===== src/rtl/uart_tx_stream.sv =====
// Buffered UART transmitter: valid/ready byte stream in, framed serial line out.
// Frame format (baud, parity, stop bits, gap) is sampled per frame when a character is popped.
module uart_tx_stream #(
  parameter int DATA_BITS  = 8,
  parameter int FIFO_DEPTH = 16,
  parameter int CNT_W      = 16
) (
  input  logic                          clk,
  input  logic                          reset,
  input  logic [15:0]                   baud_div,
  input  logic [1:0]                    parity_mode,
  input  logic                          two_stop,
  input  logic [7:0]                    gap_bits,
  input  logic                          tx_enable,
  input  logic [DATA_BITS-1:0]          in_data,
  input  logic                          in_valid,
  output logic                          in_ready,
  output logic                          tx_out,
  output logic                          tx_busy,
  output logic                          tx_empty,
  output logic [$clog2(FIFO_DEPTH):0]   fifo_level,
  output logic [CNT_W-1:0]              frames_sent
);

  localparam int AW = $clog2(FIFO_DEPTH);
  localparam int LW = AW + 1;

  typedef enum logic [2:0] {IDLE, START, DATA, PARITY, STOP, GAP} state_t;

  state_t               state;
  logic [DATA_BITS-1:0] mem [FIFO_DEPTH];
  logic [AW-1:0]        wr_ptr;
  logic [AW-1:0]        rd_ptr;
  logic [DATA_BITS-1:0] shifter;
  logic [15:0]          bit_timer;
  logic [15:0]          baud_m1;
  logic [15:0]          baud_m1_in;
  logic [7:0]           bit_idx;
  logic [7:0]           gap_l;
  logic                 parity_on;
  logic                 parity_odd;
  logic                 parity_bit;
  logic                 two_stop_l;
  logic                 push;
  logic                 pop;
  logic                 bit_end;
  logic                 stop_last;
  logic                 frame_end;
  logic                 busy_next;
  logic [LW-1:0]        level_next;

  assign in_ready   = (fifo_level != LW'(FIFO_DEPTH));
  assign push       = in_valid && in_ready;
  assign bit_end    = (bit_timer == 16'd0);
  assign baud_m1_in = (baud_div == 16'd0) ? 16'd0 : baud_div - 16'd1;

  // A frame may end on the last stop clock or the last gap clock; popping right there
  // lets the next start bit follow with no idle cycle in between.
  assign stop_last  = (state == STOP) && bit_end && (!two_stop_l || bit_idx == 8'd1);
  assign frame_end  = (stop_last && gap_l == 8'd0) ||
                      ((state == GAP) && bit_end && bit_idx == gap_l - 8'd1);
  assign pop        = tx_enable && (fifo_level != '0) && ((state == IDLE) || frame_end);
  assign busy_next  = (state == IDLE) ? pop : !(frame_end && !pop);
  assign level_next = fifo_level + LW'(push) - LW'(pop);

  always_ff @(posedge clk) begin
    if (push) mem[wr_ptr] <= in_data;
  end

  always_ff @(posedge clk) begin
    if (reset) begin
      wr_ptr     <= '0;
      rd_ptr     <= '0;
      fifo_level <= '0;
    end else begin
      if (push) wr_ptr <= wr_ptr + AW'(1);
      if (pop)  rd_ptr <= rd_ptr + AW'(1);
      fifo_level <= level_next;
    end
  end

  always_ff @(posedge clk) begin
    if (reset) begin
      state       <= IDLE;
      tx_out      <= 1'b1;
      tx_busy     <= 1'b0;
      tx_empty    <= 1'b1;
      frames_sent <= '0;
      shifter     <= '0;
      bit_timer   <= '0;
      baud_m1     <= '0;
      bit_idx     <= '0;
      gap_l       <= '0;
      parity_on   <= 1'b0;
      parity_odd  <= 1'b0;
      parity_bit  <= 1'b0;
      two_stop_l  <= 1'b0;
    end else begin
      tx_busy  <= busy_next;
      tx_empty <= (level_next == '0) && !busy_next;
      if (stop_last) frames_sent <= frames_sent + CNT_W'(1);

      if (pop) begin
        shifter    <= mem[rd_ptr];
        parity_bit <= ^mem[rd_ptr];
        baud_m1    <= baud_m1_in;
        bit_timer  <= baud_m1_in;
        parity_on  <= (parity_mode == 2'b01) || (parity_mode == 2'b10);
        parity_odd <= (parity_mode == 2'b01);
        two_stop_l <= two_stop;
        gap_l      <= gap_bits;
        bit_idx    <= '0;
        tx_out     <= 1'b0;
        state      <= START;
      end else if (state != IDLE) begin
        if (!bit_end) begin
          bit_timer <= bit_timer - 16'd1;
        end else begin
          bit_timer <= baud_m1;
          case (state)
            START: begin
              tx_out  <= shifter[0];
              bit_idx <= '0;
              state   <= DATA;
            end
            DATA: begin
              if (bit_idx == 8'(DATA_BITS - 1)) begin
                bit_idx <= '0;
                if (parity_on) begin
                  tx_out <= parity_bit ^ parity_odd;
                  state  <= PARITY;
                end else begin
                  tx_out <= 1'b1;
                  state  <= STOP;
                end
              end else begin
                shifter <= shifter >> 1;
                tx_out  <= shifter[1];
                bit_idx <= bit_idx + 8'd1;
              end
            end
            PARITY: begin
              tx_out  <= 1'b1;
              bit_idx <= '0;
              state   <= STOP;
            end
            STOP: begin
              if (!stop_last) begin
                bit_idx <= bit_idx + 8'd1;
              end else if (gap_l != 8'd0) begin
                bit_idx <= '0;
                state   <= GAP;
              end else begin
                state <= IDLE;
              end
            end
            GAP: begin
              if (frame_end) state <= IDLE;
              else           bit_idx <= bit_idx + 8'd1;
            end
            default: state <= IDLE;
          endcase
        end
      end
    end
  end

endmodule


===== config.mk =====
export PLATFORM = sky130hd
export DESIGN_NAME = uart_tx_stream
export DESIGN_NICKNAME = d
export VERILOG_FILES = /design/src/rtl/uart_tx_stream.sv
export SDC_FILE = /design/constraint.sdc
export NUM_CORES = 1
export LEC_CHECK = 0
export CAP_MARGIN = 20
export CORE_ASPECT_RATIO = 0.5
export CORE_MARGIN = 2
export CORE_UTILIZATION = 60
export CTS_CLUSTER_SIZE = 25
export DETAILED_ROUTE_END_ITERATION = 6
export MAX_ROUTING_LAYER = met4
export PLACE_DENSITY_LB_ADDON = 0.08
export SKIP_CTS_REPAIR_TIMING = 1
export SYNTH_ARGS = -nofsm -noshare
export SYNTH_HDL_FRONTEND = slang
export SYNTH_SLANG_ARGS = --single-unit

===== constraint.sdc =====
create_clock -name clk -period 9.5 [get_ports clk]
set_input_delay 1.9 -clock clk [delete_from_list [all_inputs] [get_ports clk]]
set_output_delay 1.9 -clock clk [all_outputs]
set_load 0.005 [all_outputs]

==> run metrics, run 1 <==
total power divided by cell area=265 nW/um2; Worst Setup Slack post-DPL=4000 ps; worst-margin pin slew=925 ps; RSZ-0062 raised after global routing=no; peak supply drop=0.178 mV; area of placed instances=11,100 um2; FF-to-FF setup slack=4410 ps; leakage component of the power=4.00 nW; number of remaining DRC errors=0; sequential cell area=5830 um2; Hold WC Path Type=reg -> reg; maximum clock skew at final layout=10.2 ps; leading cell types in the layout, fill and taps excluded=sky130_fd_sc_hd__edfxtp_1, sky130_fd_sc_hd__nor2_1, sky130_fd_sc_hd__dfxtp_1; reg-to-reg critical path startpoint=bit_idx[0]$_SDFFE_PP0P_; Reg2Reg Depth=18; initial antenna violation count=0; worst setup path endpoint=tx_empty$_SDFF_PP1_; synthesized area=10,300 um2; via count of the first global-routing pass=6,774; maximum clock frequency=0.197 GHz; Mapped Cells=895; kind of capture point of the worst setup path=flip-flop; TritonCTS Buffers=21; HPWL after detailed placement=14,500 um; outcome=finished, final reports clean; cell types with the largest area share after synthesis=sky130_fd_sc_hd__edfxtp_1, sky130_fd_sc_hd__dfxtp_1, sky130_fd_sc_hd__mux4_2; sequential-to-total area share from yosys stat=56.3%; share of the synthesized area in the top cell type=37.1%; fill cell instance count of the final layout=1,210; global-route wire length before repair=35,700 um; Top FF cell, synth=sky130_fd_sc_hd__edfxtp_1; fraction of final layout cells with drive strength greater than 1=11.6%; flip-flop and latch count after synthesis=227; Setup Viol. Count Final=0; Power, Total=0.00315 W; Final ANT Viol Nets=0; Worst Slack Setup Final=4410 ps; startpoint type of the worst setup path=flip-flop; fin. max-slew vios=0; area leader, netlist=sky130_fd_sc_hd__edfxtp_1; final layout net count=1,003; number of rows in the core area=33; GRT Resource Usage Total=25.2%; post-synthesis area per instance=11.6 um2; Max Cap Violations=0; Total Wirelength=22,200 um; I/O pin count=64; number of DRC violations after detailed-routing iteration 0=590; remaining global-route overflow=0; number of buffers inserted by port buffering=63; CTS tree=built; worst-skew pair later-pin latency=500 ps; Chip Height=96.9 um; Die Width=190 um; CTS HTree Levels=1; WP data arrival=5470 ps; Worst EP required=9880 ps; worst max-slew margin expressed relative to the limit=38.3%; final sum of negative setup slack=0 ps; Hold Path Origin=baud_m1[3]$_SDFFE_PP0P_; pin count of the biggest net entering global routing=84; count of clock tree sinks=227; Post-synth EDFFs=128; Critical R2R Capture=tx_empty$_SDFF_PP1_; syn nets=955; async set or reset register ratio after synthesis=0%; area of the die=18,400 um2; yosys synthesis warning count=0; Post-Layout Inst Area=11,900 um2; Worst-path clk slew=60 ps; vias post-DR=7,037; Setup Crit Path Kind=reg -> reg; weighted congestion reported at the end of routability-driven placement=0.817; number of hold violations in the final report=0; Pre-Repair DR Iteration Count=5; multi-input logic area=4210 um2; crit path launch=bit_idx[0]$_SDFFE_PP0P_; routed wirelength normalized by instance count=18.7 um; vias per std cell=5.94; Layout area overhead=14.6%; maximum clock path buffer count=3; starting density of the core=62.2%; Clock Root Buffer=sky130_fd_sc_hd__clkbuf_16; Final period util=53.5%; Distinct cells, synth=65; maximum fanout count along the critical path=63; most frequent standard cell in the layout excluding fill and tap cells=sky130_fd_sc_hd__edfxtp_1; core footprint=16,600 um2; antenna cells=0; final critical path time including I/O delays and setup=5090 ps
## where the power goes
group | switching [W] | internal (W) | leakage (nW) | total [W]
Combinational | 0.000553 | 0.000473 | 1.68 | 0.00103
Sequential | 0.000104 | 0.00115 | 1.97 | 0.00125
Clock | 0.000359 | 0.000511 | 0.353 | 0.000870
## registers in the layout, indices dropped and copies added, names as in the netlist, 3 cells and up, named ones only
name,flops
mem,128
baud_m1,16
bit_timer,16
frames_sent,16
bit_idx,8
gap_l,8
shifter,8
fifo_level,5
rd_ptr,4
wr_ptr,4
state,3
## metrics by stage
stage | hold WS, ps | util, % | cells
floorplan | 432 | - | 895
global placement | 441 | 66.9 | 1145
detailed placement | 449 | 66.9 | 1145
CTS | 456 | 71.2 | 1183
global route | 473 | 71.2 | 1185
finish | 453 | 71.2 | 1185
## worst min path at each step
stage / endpoint / cells after the start
final: baud_m1[3]$_SDFFE_PP0P_ / 2
after global routing: baud_m1[2]$_SDFFE_PP0P_ / 2
after CTS: baud_m1[3]$_SDFFE_PP0P_ / 2
after detailed placement: baud_m1[2]$_SDFFE_PP0P_ / 2
after global placement: baud_m1[1]$_SDFFE_PP0P_ / 2
after floorplan: baud_m1[14]$_SDFFE_PP0P_ / 2
## layer usage
metal	share of wire [%]	global-route usage, %
met5	0	-
met1	47	36.2
met4	1.7	4.41
met3	5.3	4.06
met2	46	38.7
## worst max-delay path: stages, from the launching register on
cell	delay, ps
sky130_fd_sc_hd__dfxtp_1	430
sky130_fd_sc_hd__ha_1	190
sky130_fd_sc_hd__or4b_2	590
sky130_fd_sc_hd__o21ai_0	370
sky130_fd_sc_hd__nor4b_4	270
sky130_fd_sc_hd__buf_4	250
sky130_fd_sc_hd__a21oi_1	140
sky130_fd_sc_hd__a21o_1	210
sky130_fd_sc_hd__buf_4	300
sky130_fd_sc_hd__inv_2	530
sky130_fd_sc_hd__ha_1	210
sky130_fd_sc_hd__inv_1	40
sky130_fd_sc_hd__ha_1	200
sky130_fd_sc_hd__fa_1	410
sky130_fd_sc_hd__a21oi_1	150
sky130_fd_sc_hd__nor2_1	60
sky130_fd_sc_hd__or3_1	340
sky130_fd_sc_hd__a21oi_1	190
sky130_fd_sc_hd__nor3_1	80
## cell usage after synthesis, types with 5 or more instances
cell	count
sky130_fd_sc_hd__a211oi_1	5
sky130_fd_sc_hd__or4_1	10
sky130_fd_sc_hd__edfxtp_1	128
sky130_fd_sc_hd__dfxtp_1	99
sky130_fd_sc_hd__and2_1	5
sky130_fd_sc_hd__nor2b_1	5
sky130_fd_sc_hd__a21oi_1	57
sky130_fd_sc_hd__a22oi_1	16
sky130_fd_sc_hd__or3_4	8
sky130_fd_sc_hd__o31ai_1	6
sky130_fd_sc_hd__mux2i_1	12
sky130_fd_sc_hd__mux4_2	32
sky130_fd_sc_hd__nand3_1	18
sky130_fd_sc_hd__a211oi_2	7
sky130_fd_sc_hd__nor2_1	110
sky130_fd_sc_hd__nand4_1	11
sky130_fd_sc_hd__clkbuf_1	37
sky130_fd_sc_hd__buf_1	6
sky130_fd_sc_hd__a31oi_1	7
sky130_fd_sc_hd__nand2_1	69
sky130_fd_sc_hd__nor3_1	22
sky130_fd_sc_hd__xor2_1	20
sky130_fd_sc_hd__or3_1	15
sky130_fd_sc_hd__inv_1	28
sky130_fd_sc_hd__ha_1	20
sky130_fd_sc_hd__nor4_1	10
sky130_fd_sc_hd__o21ai_0	29
sky130_fd_sc_hd__xnor2_1	41
## cell type report
class                      count  share of cell area, %
sequential                   227                   49.2
multi-input combinational    589                   35.5
timing repair buffer          75                   6.02
clock buffer                  32                   5.29
tap                          227                   2.40
inverter                      29                  0.918
clock inverter                 6                  0.718
## cell families (layout without fill, tap and decap cells)
logic type                 Yosys count  after routing  synth area share (%)
AOI/OAI and AO/OA                  156            156                  9.79
xor gates and xnor gates            61             61                  5.16
muxes                               46             46                  8.34
buffers and inverters               79            142                  3.10
adders and majority gates           21             21                  2.61
and+or+nand+nor                    305            305                  14.7
DFF                                227            227                  56.3
(Power assumes the default switching activity.)
==> run 2, diff against run 1 <==
--- a/config.mk
+++ b/config.mk
@@ -8,7 +8,7 @@
 export CAP_MARGIN = 20
 export CORE_ASPECT_RATIO = 0.5
 export CORE_MARGIN = 2
-export CORE_UTILIZATION = 60
+export CORE_UTILIZATION = 54
 export CTS_CLUSTER_SIZE = 25
 export DETAILED_ROUTE_END_ITERATION = 6
 export MAX_ROUTING_LAYER = met4
==> constraint.sdc (replaced) <==
create_clock -name clk -period 4.1 [get_ports clk]
set_input_delay 0.82 -clock clk [delete_from_list [all_inputs] [get_ports clk]]
set_output_delay 0.82 -clock clk [all_outputs]
set_load 0.005 [all_outputs]
==> run metrics, run 2 (synthesized netlist as in run 1, its figures left out) <==
CP Buf/Inv Count=2 (-2); maximum fanout count along the critical path=6 (-90%); Clock Root Buffer=sky130_fd_sc_hd__clkbuf_16; CTS tree=built; remaining global-route overflow=0 (unchanged); number of rows in the core area=35 (+6.1%); global-route wire length before repair=36,900 um (+3.4%); number of hold violations in the final report=0 (unchanged); final core utilization=64.4% (-6.8 points); CTS HTree Levels=1 (unchanged); antenna cells=0 (unchanged); count of clock tree sinks=227 (unchanged); cell class contributing the biggest share of worst-path delay=simple AND/OR/NAND/NOR gates; fill cell instance count of the final layout=1,457 (+20%); Power, Total=0.00728 W (+130%); startpoint type of the worst setup path=flip-flop; Layout Cells excl Fill=1,228 (+3.6%); number of buffers inserted by port buffering=63 (unchanged); Total Wirelength=23,100 um (+4.4%); final sum of negative setup slack=0 ps (unchanged); routed wirelength normalized by instance count=18.8 um (+0.76%); Worst EP required=4490 ps (-5390 ps); cell-by-cell trace of the critical path=or4_1 > or4b_4 > nor4b_4 > a21oi_1 > a21o_1 > inv_2 > ha_1 > inv_1 > ha_1 > fa_1 > a21oi_1 > nor2_1 > or3_1 > a21oi_1 > nor3_1; final layout net count=1,016 (+1.3%); flip-flop count of the largest register, all copies and words added=128 (unchanged); via count of the first global-routing pass=6,846 (+1.1%); kind of capture point of the worst setup path=flip-flop; total power divided by cell area=609 nW/um2 (+130%); maximum clock frequency=0.261 GHz (+33%); worst max-slew margin expressed relative to the limit=37.6% (-0.77 points); RSZ-0062 raised after global routing=no; maximum clock path buffer count=3 (unchanged); peak supply drop=0.407 mV (+130%); vias post-DR=7,103 (+0.94%); Layout area overhead=15.6%; number of DRC violations after detailed-routing iteration 0=528 (-11%); core footprint=18,600 um2 (+12%); initial antenna violation count=0 (unchanged); pin count of the biggest net entering global routing=83 (-1.2%); Worst-path clk slew=70 ps (about the same); Worst Setup Slack post-DPL=45.3 ps (-3950 ps); Pre-Repair DR Iteration Count=5 (unchanged); leading cell types in the layout, fill and taps excluded=sky130_fd_sc_hd__edfxtp_1, sky130_fd_sc_hd__nor2_1, sky130_fd_sc_hd__dfxtp_1; register with the highest flop count=mem; cell with the largest stage delay on the worst path=sky130_fd_sc_hd__or4b_4; TritonCTS Buffers=21 (unchanged); Chip Height=102 um (+5.2%); fraction of final layout cells with drive strength greater than 1=12.2% (+0.59 points); Die Width=200 um (+5.3%); starting density of the core=55.7% (-6.5 points); outcome=finished, final reports clean; Setup Viol. Count Final=0 (unchanged); Worst Slack Setup Final=269 ps (-4150 ps); placed instance count=1,192 (+4.1%); cell type with the highest occurrence count on the critical path=sky130_fd_sc_hd__a21oi_1; most frequent standard cell in the layout excluding fill and tap cells=sky130_fd_sc_hd__edfxtp_1; maximum clock skew at final layout=13.2 ps (+3.01 ps); leakage component of the power=4.03 nW (+0.95%); GRT Resource Usage Total=24.2% (-0.94 points); Max Cap Violations=0 (unchanged); WP data arrival=4220 ps (-1250 ps); Crit path largest cell delay=570 ps (-20 ps); worst-margin pin slew=937 ps (+11.5 ps); number of remaining DRC errors=0 (unchanged); Final period util=93.4% (+40 points); worst-skew pair later-pin latency=500 ps (about the same); vias per std cell=5.78 (-2.6%); area of the die=20,400 um2 (+11%); final critical path time including I/O delays and setup=3830 ps (-1250 ps); Final ANT Viol Nets=0 (unchanged); Hold WC Path Type=reg -> reg; fin. max-slew vios=0 (unchanged); Setup Crit Path Kind=reg -> reg; weighted congestion reported at the end of routability-driven placement=0.892 (+9.3%); I/O pin count=64 (unchanged); HPWL after detailed placement=15,300 um (+5.6%)
-- run 2: cell types whose count changed in the layout (fill, tap and decap cells not counted) --
cell,before,now
sky130_fd_sc_hd__buf_4,10,25
sky130_fd_sc_hd__clkbuf_8,6,2
sky130_fd_sc_hd__clkinv_1,0,4
sky130_fd_sc_hd__a2111oi_0,3,2
sky130_fd_sc_hd__a2111oi_4,0,1
sky130_fd_sc_hd__clkbuf_2,1,0
sky130_fd_sc_hd__clkbuf_4,1,0
sky130_fd_sc_hd__clkinv_2,2,1
sky130_fd_sc_hd__dfxtp_1,97,98
sky130_fd_sc_hd__dfxtp_2,2,1
sky130_fd_sc_hd__inv_4,1,0
sky130_fd_sc_hd__o21ai_0,29,28
sky130_fd_sc_hd__o21ai_1,0,1
-- run 2: metal layers --
metal,GRT usage [%],routed length [um]
met1,33.6,10800
met2,38.2,11000
met3,4.29,1030
met4,4.50,318
met5,-,0
-- run 2: tightest hold or removal path: stages, from the launching register on --
cell and delay [ps]:
sky130_fd_sc_hd__dfxtp_1 310, sky130_fd_sc_hd__nand2_1 50, sky130_fd_sc_hd__a21oi_1 50
-- run 2: final cells by class --
cell class | count | area (um2) | share of cell area (%)
clock buffer | 28 | 572 | 4.78
inverter | 29 | 109 | 0.910
multi-input combinational | 589 | 4230 | 35.3
timing repair buffer | 88 | 813 | 6.80
clock inverter | 8 | 88.8 | 0.743
sequential | 227 | 5830 | 48.7
tap | 259 | 324 | 2.71
-- run 2: per-stage QoR --
stage               area [um2]  hold WS, ps
floorplan                10300          432
global placement         11300          440
detailed placement       11300          448
CTS                      11900          457
global route             12000          480
finish                   12000          455
-- run 2: worst paths after layout --
check / to / cells after the start / startpoint / slack [ps]
hold / removal: baud_m1[10]$_SDFFE_PP0P_ / 2 / baud_m1[10]$_SDFFE_PP0P_ / 450
setup reg to reg: tx_empty$_SDFF_PP1_ / 15 / bit_timer[3]$_SDFFE_PP0N_ / 270
hold reg to reg: baud_m1[10]$_SDFFE_PP0P_ / 2 / baud_m1[10]$_SDFFE_PP0P_ / 450
setup / recovery: tx_empty$_SDFF_PP1_ / 15 / bit_timer[3]$_SDFFE_PP0N_ / 270
-- run 2: power by group --
group | switching, W | total (W) | internal, W
logic | 0.00131 | 0.00245 | 0.00114
clock network | 0.000828 | 0.00193 | 0.00110
registers | 0.000243 | 0.00290 | 0.00266
==> run 3, diff against run 2 <==
--- a/config.mk
+++ b/config.mk
@@ -7,7 +7,6 @@
 export LEC_CHECK = 0
 export CAP_MARGIN = 20
 export CORE_ASPECT_RATIO = 0.5
-export CORE_MARGIN = 2
 export CORE_UTILIZATION = 54
 export CTS_CLUSTER_SIZE = 25
 export DETAILED_ROUTE_END_ITERATION = 6
==> run metrics, run 3 (synthesized netlist as in run 1, its figures left out) <==
starting density of the core=55.7% (unchanged); total power divided by cell area=608 nW/um2 (-0.14%); peak supply drop=0.363 mV (-11%); Final period util=93.9% (+0.42 points); fraction of final layout cells with drive strength greater than 1=12.5% (+0.30 points); maximum clock frequency=0.260 GHz (-0.45%); most frequent standard cell in the layout excluding fill and tap cells=sky130_fd_sc_hd__edfxtp_1; count of clock tree sinks=227 (unchanged); remaining global-route overflow=0 (unchanged); WP data arrival=4250 ps (+30 ps); via count of the first global-routing pass=6,766 (-1.2%); cell class contributing the biggest share of worst-path delay=simple AND/OR/NAND/NOR gates; pin count of the biggest net entering global routing=63 (-24%); Hold WC Path Type=reg -> reg; Chip Height=99.9 um (-2.0%); vias per std cell=5.78 (-0.11%); vias post-DR=7,101 (-0.028%); antenna cells=0 (unchanged); maximum clock path buffer count=3 (unchanged); RSZ-0062 raised after global routing=no; Crit path largest cell delay=570 ps (about the same); worst-margin pin slew=805 ps (-132 ps); Pre-Repair DR Iteration Count=5 (unchanged); number of remaining DRC errors=0 (unchanged); cell-by-cell trace of the critical path=or4_1 > or4b_4 > nor4b_4 > a21oi_1 > a21o_1 > inv_2 > ha_1 > inv_1 > ha_1 > fa_1 > a21oi_1 > nor2_1 > or3_1 > a21oi_1 > nor3_1; Worst-path clk slew=70 ps (about the same); worst setup path endpoint=tx_empty$_SDFF_PP1_; final critical path time including I/O delays and setup=3850 ps (+17.3 ps); CTS HTree Levels=1 (unchanged); number of DRC violations after detailed-routing iteration 0=436 (-17%); global-route wire length before repair=36,700 um (-0.54%); number of buffers inserted by port buffering=63 (unchanged); HPWL after detailed placement=15,300 um (about the same); number of rows in the core area=35 (unchanged); weighted congestion reported at the end of routability-driven placement=0.884 (-0.94%); CTS tree=built; maximum clock skew at final layout=21.0 ps (+7.84 ps); initial antenna violation count=0 (unchanged); cell with the largest stage delay on the worst path=sky130_fd_sc_hd__or4_1; Final ANT Viol Nets=0 (unchanged); core footprint=18,600 um2 (unchanged); kind of capture point of the worst setup path=flip-flop; worst-skew pair later-pin latency=520 ps (+20 ps); leading cell types in the layout, fill and taps excluded=sky130_fd_sc_hd__edfxtp_1, sky130_fd_sc_hd__nor2_1, sky130_fd_sc_hd__dfxtp_1; number of hold violations in the final report=0 (unchanged); Critical R2R Capture=tx_empty$_SDFF_PP1_; worst max-slew margin expressed relative to the limit=46.1% (+8.6 points); routed wirelength normalized by instance count=18.7 um (-0.98%); final layout net count=1,015 (-0.098%); fill cell instance count of the final layout=1,490 (+2.3%); number of gates on the worst path with buffers counted=15 (unchanged); CP Buf/Inv Count=2 (unchanged); FF-to-FF setup slack=250 ps (-20 ps); Hold Path Origin=baud_m1[7]$_SDFFE_PP0P_; Max Cap Violations=0 (unchanged); cell type with the highest occurrence count on the critical path=sky130_fd_sc_hd__a21oi_1; Die Width=198 um (-1.0%); GRT Resource Usage Total=24.8% (+0.57 points); Layout area overhead=15.5% (about the same); outcome=finished, final reports clean; startpoint type of the worst setup path=flip-flop; Setup Crit Path Kind=reg -> reg; maximum fanout count along the critical path=6 (unchanged); final sum of negative setup slack=0 ps (unchanged); TritonCTS Buffers=21 (unchanged); area of the die=19,800 um2 (-2.9%); Power, Total=0.00727 W (-0.19%); Reg2Reg Depth=15 (unchanged); leakage component of the power=4.04 nW (+0.16%); reg-to-reg critical path startpoint=bit_timer[3]$_SDFFE_PP0N_; Clock Root Buffer=sky130_fd_sc_hd__clkbuf_16; I/O pin count=64 (unchanged); crit path launch=bit_timer[3]$_SDFFE_PP0N_; Worst EP required=4500 ps (about the same); fin. max-slew vios=0 (unchanged); register with the highest flop count=mem; Setup Viol. Count Final=0 (unchanged); Total Wirelength=22,900 um (-0.90%); final core utilization=64.4% (about the same); flip-flop count of the largest register, all copies and words added=128 (unchanged)
run 3: worst min-delay path by stage:
stage | endpoint | slack (ps) | cells past startpoint
after floorplan | baud_m1[14]$_SDFFE_PP0P_ | 430 | 2
after global placement | baud_m1[3]$_SDFFE_PP0P_ | 440 | 2
after global routing | baud_m1[0]$_SDFFE_PP0P_ | 480 | 2
after CTS | baud_m1[0]$_SDFFE_PP0P_ | 450 | 2
after detailed placement | baud_m1[0]$_SDFFE_PP0P_ | 450 | 2
final | baud_m1[7]$_SDFFE_PP0P_ | 450 | 2
run 3: routing by layer:
layer	vias up	track usage [%]	share of wire (%)
met2	156	39.4	48
li1	3409	-	-
met3	29	4.23	4.4
met5	-	-	0
met1	3507	34.1	46
met4	0	4.47	1.4
run 3: worst min-delay path, delay by kind of cell (launching register included):
kind / cells / cell delay [ps]
simple gates: 1 / 50
compound gates: 1 / 50
flops: 1 / 310
run 3: stage by stage:
stage | hold WS, ps | cells | setup slack, ps | cell area, um2
5_1_grt | 481 | 1229 | 6.34 | 12000
4_1_cts | 455 | 1229 | 52.3 | 11900
3_3_place_gp | 439 | 1191 | 203 | 11300
3_5_place_dp | 445 | 1191 | 86.5 | 11300
2_1_floorplan | 432 | 895 | 36.0 | 10300
6_report | 453 | 1229 | 252 | 12000
run 3: final cells by class:
class / count / area (um2) / area share, %
clock inverter: 6 / 57.6 / 0.481
clock buffer: 32 / 617 / 5.16
multi-input combinational: 589 / 4210 / 35.3
sequential: 227 / 5830 / 48.7
inverter: 29 / 109 / 0.911
timing repair buffer: 87 / 806 / 6.74
tap: 259 / 324 / 2.71
run 3: power breakdown:
| group | switching, W | internal [W] |
|---|---|---|
| Sequential | 0.000196 | 0.00266 |
| Combinational | 0.00134 | 0.00113 |
| Clock | 0.000838 | 0.00110 |
